===== config.mk =====
export PLATFORM = sky130hd
export DESIGN_NAME = lu_serial_sequencer
export DESIGN_NICKNAME = d
export VERILOG_FILES = /design/src/rtl/lu_serial_sequencer.sv
export SDC_FILE = /design/constraint.sdc
export NUM_CORES = 1
export LEC_CHECK = 0
export BUFFER_PORTS_ARGS = -buffer_cell sky130_fd_sc_hd__buf_2
export CAP_MARGIN = 10
export CORE_MARGIN = 2
export CORE_UTILIZATION = 56
export DETAILED_ROUTE_END_ITERATION = 10
export GPL_TIMING_DRIVEN = 0
export PLACE_DENSITY = 0.87
export SETUP_SLACK_MARGIN = 0.02
export SLEW_MARGIN = 20
export SYNTH_ARGS = -nofsm -noshare
export SYNTH_HDL_FRONTEND = slang
export SYNTH_SLANG_ARGS = --single-unit
export TNS_END_PERCENT = 30

===== constraint.sdc =====
create_clock -name clk -period 2.95 [get_ports clk]
set_clock_uncertainty 0.2 [all_clocks]
set_input_delay 0 -clock clk [delete_from_list [all_inputs] [get_ports clk]]
set_output_delay 0 -clock clk [all_outputs]
set_load 0.01 [all_outputs]

===== src/rtl/lu_serial_sequencer.sv =====
// Bit-serial initiator for a 1-bit logic unit slice.
// Streams two operands LSB first and assembles the result word.
module lu_serial_sequencer #(
    parameter int WIDTH = 8,
    parameter int CW    = 4
) (
    input  logic             clk,
    input  logic             reset,
    input  logic             start,
    input  logic [2:0]       op,
    input  logic [WIDTH-1:0] a_in,
    input  logic [WIDTH-1:0] b_in,
    output logic             busy,
    output logic             done,
    output logic [WIDTH-1:0] result,
    output logic             zero,
    output logic             lu_a,
    output logic             lu_b,
    output logic [2:0]       lu_sel,
    input  logic             lu_s
);

    typedef enum logic [1:0] {
        IDLE = 2'd0,
        RUN  = 2'd1,
        DONE = 2'd2
    } state_t;

    state_t           state;
    state_t           state_nx;
    logic [WIDTH-1:0] a_sh;
    logic [WIDTH-1:0] b_sh;
    logic [WIDTH-1:0] acc;
    logic [WIDTH-1:0] acc_nx;
    logic [2:0]       op_q;
    logic [CW-1:0]    cnt;
    logic             accept;
    logic             last;

    assign accept = start && (state != RUN);
    assign last   = (state == RUN) && (cnt == CW'(WIDTH - 1));
    assign acc_nx = {lu_s, acc[WIDTH-1:1]};

    always_ff @(posedge clk) begin
        if (reset) begin
            state <= IDLE;
        end else begin
            state <= state_nx;
        end
    end

    always_comb begin
        state_nx = state;
        unique case (state)
            IDLE:    if (start) state_nx = RUN;
            RUN:     if (last) state_nx = DONE;
            DONE:    state_nx = start ? RUN : IDLE;
            default: state_nx = IDLE;
        endcase
    end

    // LU drive comes only from registers, so it is stable all cycle
    always_comb begin
        busy   = 1'b0;
        done   = 1'b0;
        lu_a   = 1'b0;
        lu_b   = 1'b0;
        lu_sel = 3'b000;
        unique case (state)
            RUN: begin
                busy   = 1'b1;
                lu_a   = a_sh[0];
                lu_b   = b_sh[0];
                lu_sel = op_q;
            end
            DONE:    done = 1'b1;
            default: ;
        endcase
    end

    always_ff @(posedge clk) begin
        if (reset) begin
            a_sh   <= '0;
            b_sh   <= '0;
            acc    <= '0;
            op_q   <= 3'b000;
            cnt    <= '0;
            result <= '0;
            zero   <= 1'b1;
        end else if (accept) begin
            a_sh <= a_in;
            b_sh <= b_in;
            op_q <= op;
            acc  <= '0;
            cnt  <= '0;
        end else if (state == RUN) begin
            a_sh <= a_sh >> 1;
            b_sh <= b_sh >> 1;
            acc  <= acc_nx;
            cnt  <= cnt + 1'b1;
            // final bit goes straight into result with the last sample
            if (last) begin
                result <= acc_nx;
                zero   <= (acc_nx == '0);
            end
        end
    end

endmodule


==> impl_metrics.toml, run 1 <==
[synthesis]
synth_top_family_by_area = "simple AND/OR/NAND/NOR gates"
muxShareOfSynthArea = 0.09453
yosys_warnings = 0
seq_area_frac_synth = 0.4845
yosys.area.top_type = "dfxtp_1"
synthXorXnorAreaFrac = 0.01034
yosysUniqueCellTypes = 30
netlist_instances = 191
synthesis.area_per_instance_um2 = 8.870
syn_area_um2 = 1694
synth_top_area_frac = 0.4845
synth_seq_cells = 41
synth_area_leaders = "dfxtp_1 48%, mux2i_1 9.5%, a211oi_1 6.2%, a21oi_1 5.9%, nor2_1 3.8%"
synth-compound-area-share = 0.1691
synth_fa_ha_area_frac = 0.007386
syn-num-nets = 215
synth-simple-area-share = 0.1765

[setup_path]
arrival_ns = 2.57
cp-start-kind = "register"
critPathLaunch = "state[0]"
endpoint_kind = "register"
rr_worst_depth = 7
r2r-start = "state[0]"
cp_max_fo = 10
endpoint = "op_q[1]"
r2r_slack_ns = 0.47
timing.rr.end = "op_q[1]"
crit_required_ns = 3.05
critical_path_class = "register to register"

[clocking]
numCtsBuffers = 5
htreeDepth = 2
clk_pin_slew_ns = 0.11
max-clock-path-buffers = 2
cts_tree = "built"
cts.sinks = 41
root_buffer = "clkbuf_4"
clock_latency_ns = 0.35

[timing]
holdWs_ns = 0.2849
fmax_mhz = 403.4
grt_setup_unrepaired = "no"
slew_headroom = 0.6850
fin_crit_sh = 0.8403
hold_violations = 0
fin_ws_ns = 0.4710
setup_viol = 0
drv_slew = 0
worstMarginPinSlew_ns = 0.4725
setup_tns_ns = 0
period_needed_ns = 2.479

[global_routing]
grt_max_degree = 12
grt.total_usage = 0.2895
grt_pass1_vias = 1663
grt_pass1_wl_um = 7548
antenna_found_initial = 0
grt_overflow = 0

[worst_hold_path]
min_from = "result[3]"
hp-class = "register to register"

[cells_and_area]
drive_above_1_share = 0.2151
fin_cells = 296
design_area_um2 = 2268
layout_common_cells = "46 x buf_2, 41 x dfxtp_1, 29 x dlygate4sd3_1"
area_growth_pct = 33.90
layout_commonest_cell = "buf_2"
nets = 289
fillers = 199
diodes = 0

[job]
maxCapViolCount = 0

[placement]
place.gp.congestion = 0.8141
postPlaceCellArea_um2 = 1923
hpwl_um = 2599
place.port_buffers = 38
dp.cells = 260
post-place-ws_ns = 1.376

[detailed_routing]
drt_pass1_iterations = 4
drc = 0
wire_per_inst_um = 15.39
via_count = 1661
wl_um = 4556
via_per_inst = 5.611
drtIter0Drc = 70
ant_nets = 0

[pwr]
p_per_area_nw_per_um2 = 461.9
power_leakage_nw = 0.9830
vdd_drop_max_mv = 0.3913

[die]
die_h_um = 59
dieArea_um2 = 3481
ios = 39
core_um2 = 2805
rows = 19
start_util = 0.6039
die_x_um = 59

[run_status]
status = "complete, no violations"
cells by family (layout without fill, tap and decap cells):
logic type,after synthesis,in the layout
and+or+nand+nor,63,63
AOI/OAI and AO/OA,49,49
DFF,41,41
buffers and inverters,19,93
muxes,16,16
xor gates and xnor gates,2,2
adders and majority gates,1,1
repair_timing:
item | in CTS | in global routing
setup buffers | 0 | 0
gates resized for setup | 0 | 0
endpoints found under the hold margin | 39 | 0
hold buffers | 29 | 0
state kept, by name (all words and copies together) (netlist names):
| signal | cells |
|---|---|
| a_sh | 8 |
| acc | 7 |
| b_sh | 8 |
| cnt | 4 |
| op_q | 3 |
| result | 8 |
| state | 2 |
| zero | 1 |
where the power goes:
group	switching, mW	leakage [nW]	internal (mW)
logic	0.0844	0.617	0.0808
registers	0.0145	0.335	0.579
clock network	0.176	0.0314	0.113
total	0.275	0.983	0.773
stage by stage:
step,power (mW),util
final,1.048,0.8087
after detailed placement,0.7323,0.6855
after floorplan,0.6906,-
after CTS,1.036,0.8087
after global routing,1.082,0.8087
after global placement,0.7296,0.6855
layer usage:
metal | up-vias | track usage | wire length (um)
met5 | - | 0 | 0
met4 | 0 | 0.09740 | 97
met3 | 9 | 0.06769 | 183
met2 | 53 | 0.4968 | 2256
met1 | 782 | 0.3564 | 2018
li1 | 817 | - | -
worst min path at each step:
stage / to / slack, ns / cells past startpoint
finish: result[3] / 0.28 / 2
floorplan: acc[7] / -0.06 / 2
global route: b_sh[7] / 0.30 / 4
global placement: op_q[2] / 0.06 / 3
detailed placement: op_q[2] / 0.06 / 3
CTS: b_sh[7] / 0.28 / 4
Yosys cell counts (all sizes together):
| cell | n |
|---|---|
| a211oi | 14 |
| a21o | 1 |
| a21oi | 20 |
| a2bb2oi | 1 |
| and2 | 5 |
| and3b | 1 |
| buf | 11 |
| clkbuf | 6 |
| dfxtp | 41 |
| ha | 1 |
| inv | 2 |
| mux2i | 16 |
| nand2 | 16 |
| nand2b | 1 |
| nand3 | 12 |
| nand3b | 3 |
| nand4 | 1 |
| nor2 | 17 |
| nor2b | 1 |
| nor3 | 3 |
| nor4 | 2 |
| o21ai | 13 |
| or3 | 1 |
| xnor2 | 1 |
| xor2 | 1 |
critical path, cell delays in order, from the launching register on:
cell and delay (ns):
dfxtp_1 0.36, nand2b_1 0.10, buf_6 0.13, buf_2 0.23, nand3_1 0.10, dlygate4sd3_1 0.56, a21oi_1 0.15, dlygate4sd3_1 0.59
area by class of cell:
class                           count  area (um^2)  area share
Inverter                            2        7.507    0.003309
Sequential cell                    41        820.8      0.3618
Clock buffer                        7        55.05     0.02427
Timing Repair Buffer               67        480.5      0.2118
Multi-Input combinational cell    131        775.7      0.3420
Buffer                             17        90.09     0.03971
Tap cell                           31        38.79     0.01710
(Power assumes the default switching activity.)
==> inputs of run 2 (changes only) <==
- CORE_UTILIZATION: 56 -> 47
- PLACE_DENSITY: 0.87 -> 0.79
- clock period: 2.95 -> 2.15 ns (I/O delays scaled with it)
==> run 2 against run 1 <==
  * Sequential share of layout area shrank 0.53 points
  * Count of clock-buffer cells in the layout shrank 1
  * Fmax grew 25%
  * Via count shrank 1.9%
  * Clock power grew 84%
  * Power grew 49%
  * Flip-flop and latch count is the same
  * Core utilization shrank 13 points
  * Global-route usage shrank 7.7 points
  * Final area grew 1.5%
  * Routed wire length shrank 10%
  * Combinational power grew 33%
  * Largest power group unchanged
==> impl_metrics.toml, run 2 (same netlist as run 1, synthesis figures left out) <==
[run_status]
status = "complete, no violations"

[detailed_routing]
route.met3.wl_um = 231
top_layer_used = "met4"
wl_um = 4092
wire_per_inst_um = 13.20
drt_pass1_iterations = 4
dr_wl_met2_um = 2014
via_per_inst = 5.255
drc = 0
ant_nets = 0
drt-met1-wl_um = 1813
drtIter0Drc = 168
via_count = 1629

[global_routing]
grt_max_degree = 14
antenna_found_initial = 0
grt.total_usage = 0.2127
grt_overflow = 0
grt_pass1_vias = 1507
grt_pass1_wl_um = 6720

[clocking]
cts_tree = "built"
root_buffer = "clkbuf_4"
cts.sinks = 41
max-clock-path-buffers = 2
clock_latency_ns = 0.36
clk_pin_slew_ns = 0.11
numCtsBuffers = 5
htreeDepth = 2
post_cts_buffers = 0

[timing]
hold_violations = 0
worstMarginPinSlew_ns = 0.4754
setup_tns_ns = 0
drv_slew = 0
holdWs_ns = 0.2711
grt_setup_unrepaired = "no"
slew_headroom = 0.6831
setup_viol = 0
period_needed_ns = 1.984
fin_crit_sh = 0.9230
fmax_mhz = 503.9
fin_ws_ns = 0.1655

[placement]
place.gp.congestion = 0.8170
place.port_buffers = 38
postPlaceCellArea_um2 = 1942
hpwl_um = 2607
dp.cells = 275
post-place-ws_ns = 0.5954

[cells_and_area]
nets = 287
reg_top3 = "a_sh x8, b_sh x8, result x8"
drive_above_1_share = 0.2273
design_area_um2 = 2302
fin_cells = 310
area_growth_pct = 35.89
layout_common_cells = "47 x buf_2, 41 x dfxtp_1, 27 x dlygate4sd3_1"
diodes = 0
layout_commonest_cell = "buf_2"

[setup_path]
critical_path_class = "register to register"
crit_required_ns = 2.20
endpoint_kind = "register"
crit_path_top_delay_cell = "dlygate4sd3_1"
cp_max_fo = 10
path_delay_family = "buffers and inverters"
max_stage_delay_ns = 0.57
timing.critical_path.buf_inv = 2
path_cells = "ha_1 -> nand3b_1 -> buf_2 -> o21ai_0 -> a21oi_1 -> dlygate4sd3_1"
timing.rr.end = "result[7]"
r2r_slack_ns = 0.17
r2r-start = "cnt[0]"
arrival_ns = 2.03
cp-start-kind = "register"
rr_worst_depth = 6

[pwr]
p_per_area_nw_per_um2 = 679.8
vdd_drop_max_mv = 0.5144
p_switching_mw = 0.3864
p_int_mw = 1.179
power_leakage_nw = 0.9818
power_frac_comb = 0.140
switching_share = 0.2469
power.share.clock = 0.340
pwr-share-seq = 0.520

[die]
die_h_um = 64.04
core_um2 = 3390
dieArea_um2 = 4100
rows = 21
ios = 39
die_x_um = 64.04
start_util = 0.4998

[worst_hold_path]
hp-class = "input pin to register"
holdPathEnd = "acc[7]"
min_from = "lu_s"
holdPathStages = 4

[job]
maxCapViolCount = 0
[run 2: how the worst max path moves through the flow]
stage	startpoint	end	slack (ns)	cells after the start
after CTS	cnt[0]	result[7]	0.04	6
after floorplan	cnt[0]	result[0]	0.81	5
after detailed placement	cnt[0]	result[4]	0.60	5
final	cnt[0]	result[7]	0.17	6
after global placement	cnt[0]	result[0]	0.60	5
after global routing	cnt[0]	result[7]	0.03	6
[run 2: power groups by stage]
stage	Sequential, mW	Clock [mW]	Combinational [mW]
4_1_cts	0.814	0.539	0.215
6_report	0.814	0.532	0.219
3_3_place_gp	0.829	0	0.174
5_1_grt	0.819	0.564	0.239
2_1_floorplan	0.825	0	0.122
3_5_place_dp	0.831	0	0.178
[run 2: worst register-to-register path: cells and delay by family (launching register included)]
family / cells / cell delay, ns
buffers and inverters: 2 / 0.76
flip-flops: 1 / 0.39
AO/OA/AOI/OAI: 2 / 0.24
adder cells (fa/ha/maj): 1 / 0.20
AND/OR/NAND/NOR: 1 / 0.10
[run 2: final cells by class]
class                      count  area (um^2)
buffer                        17        91.34
clock inverter                 2        37.54
clock buffer                   6        51.30
fill                         284         1087
multi-input combinational    131        775.7
timing repair buffer          65        460.4
tap                           46        57.56
inverter                       2        7.507
sequential                    41        820.8
[run 2: what timing repair did]
action / CTS / global route
setup endpoints to repair: 0 / 1
hold buffers: 27 / 0
gates resized for setup: 0 / 3
hold endpoints to repair: 40 / 0
[run 2: routing by layer]
layer  up-vias  track usage
li1        819            -
met1       759       0.2423
met2        47       0.3789
met3         4      0.05106
met4         0      0.08424
met5         -            0
[run 2: through the flow]
| step | power, mW | util |
|---|---|---|
| after floorplan | 0.9475 | - |
| after global placement | 1.003 | 0.5729 |
| after detailed placement | 1.009 | 0.5729 |
| after CTS | 1.568 | 0.6788 |
| after global routing | 1.622 | 0.6792 |
| final | 1.565 | 0.6792 |
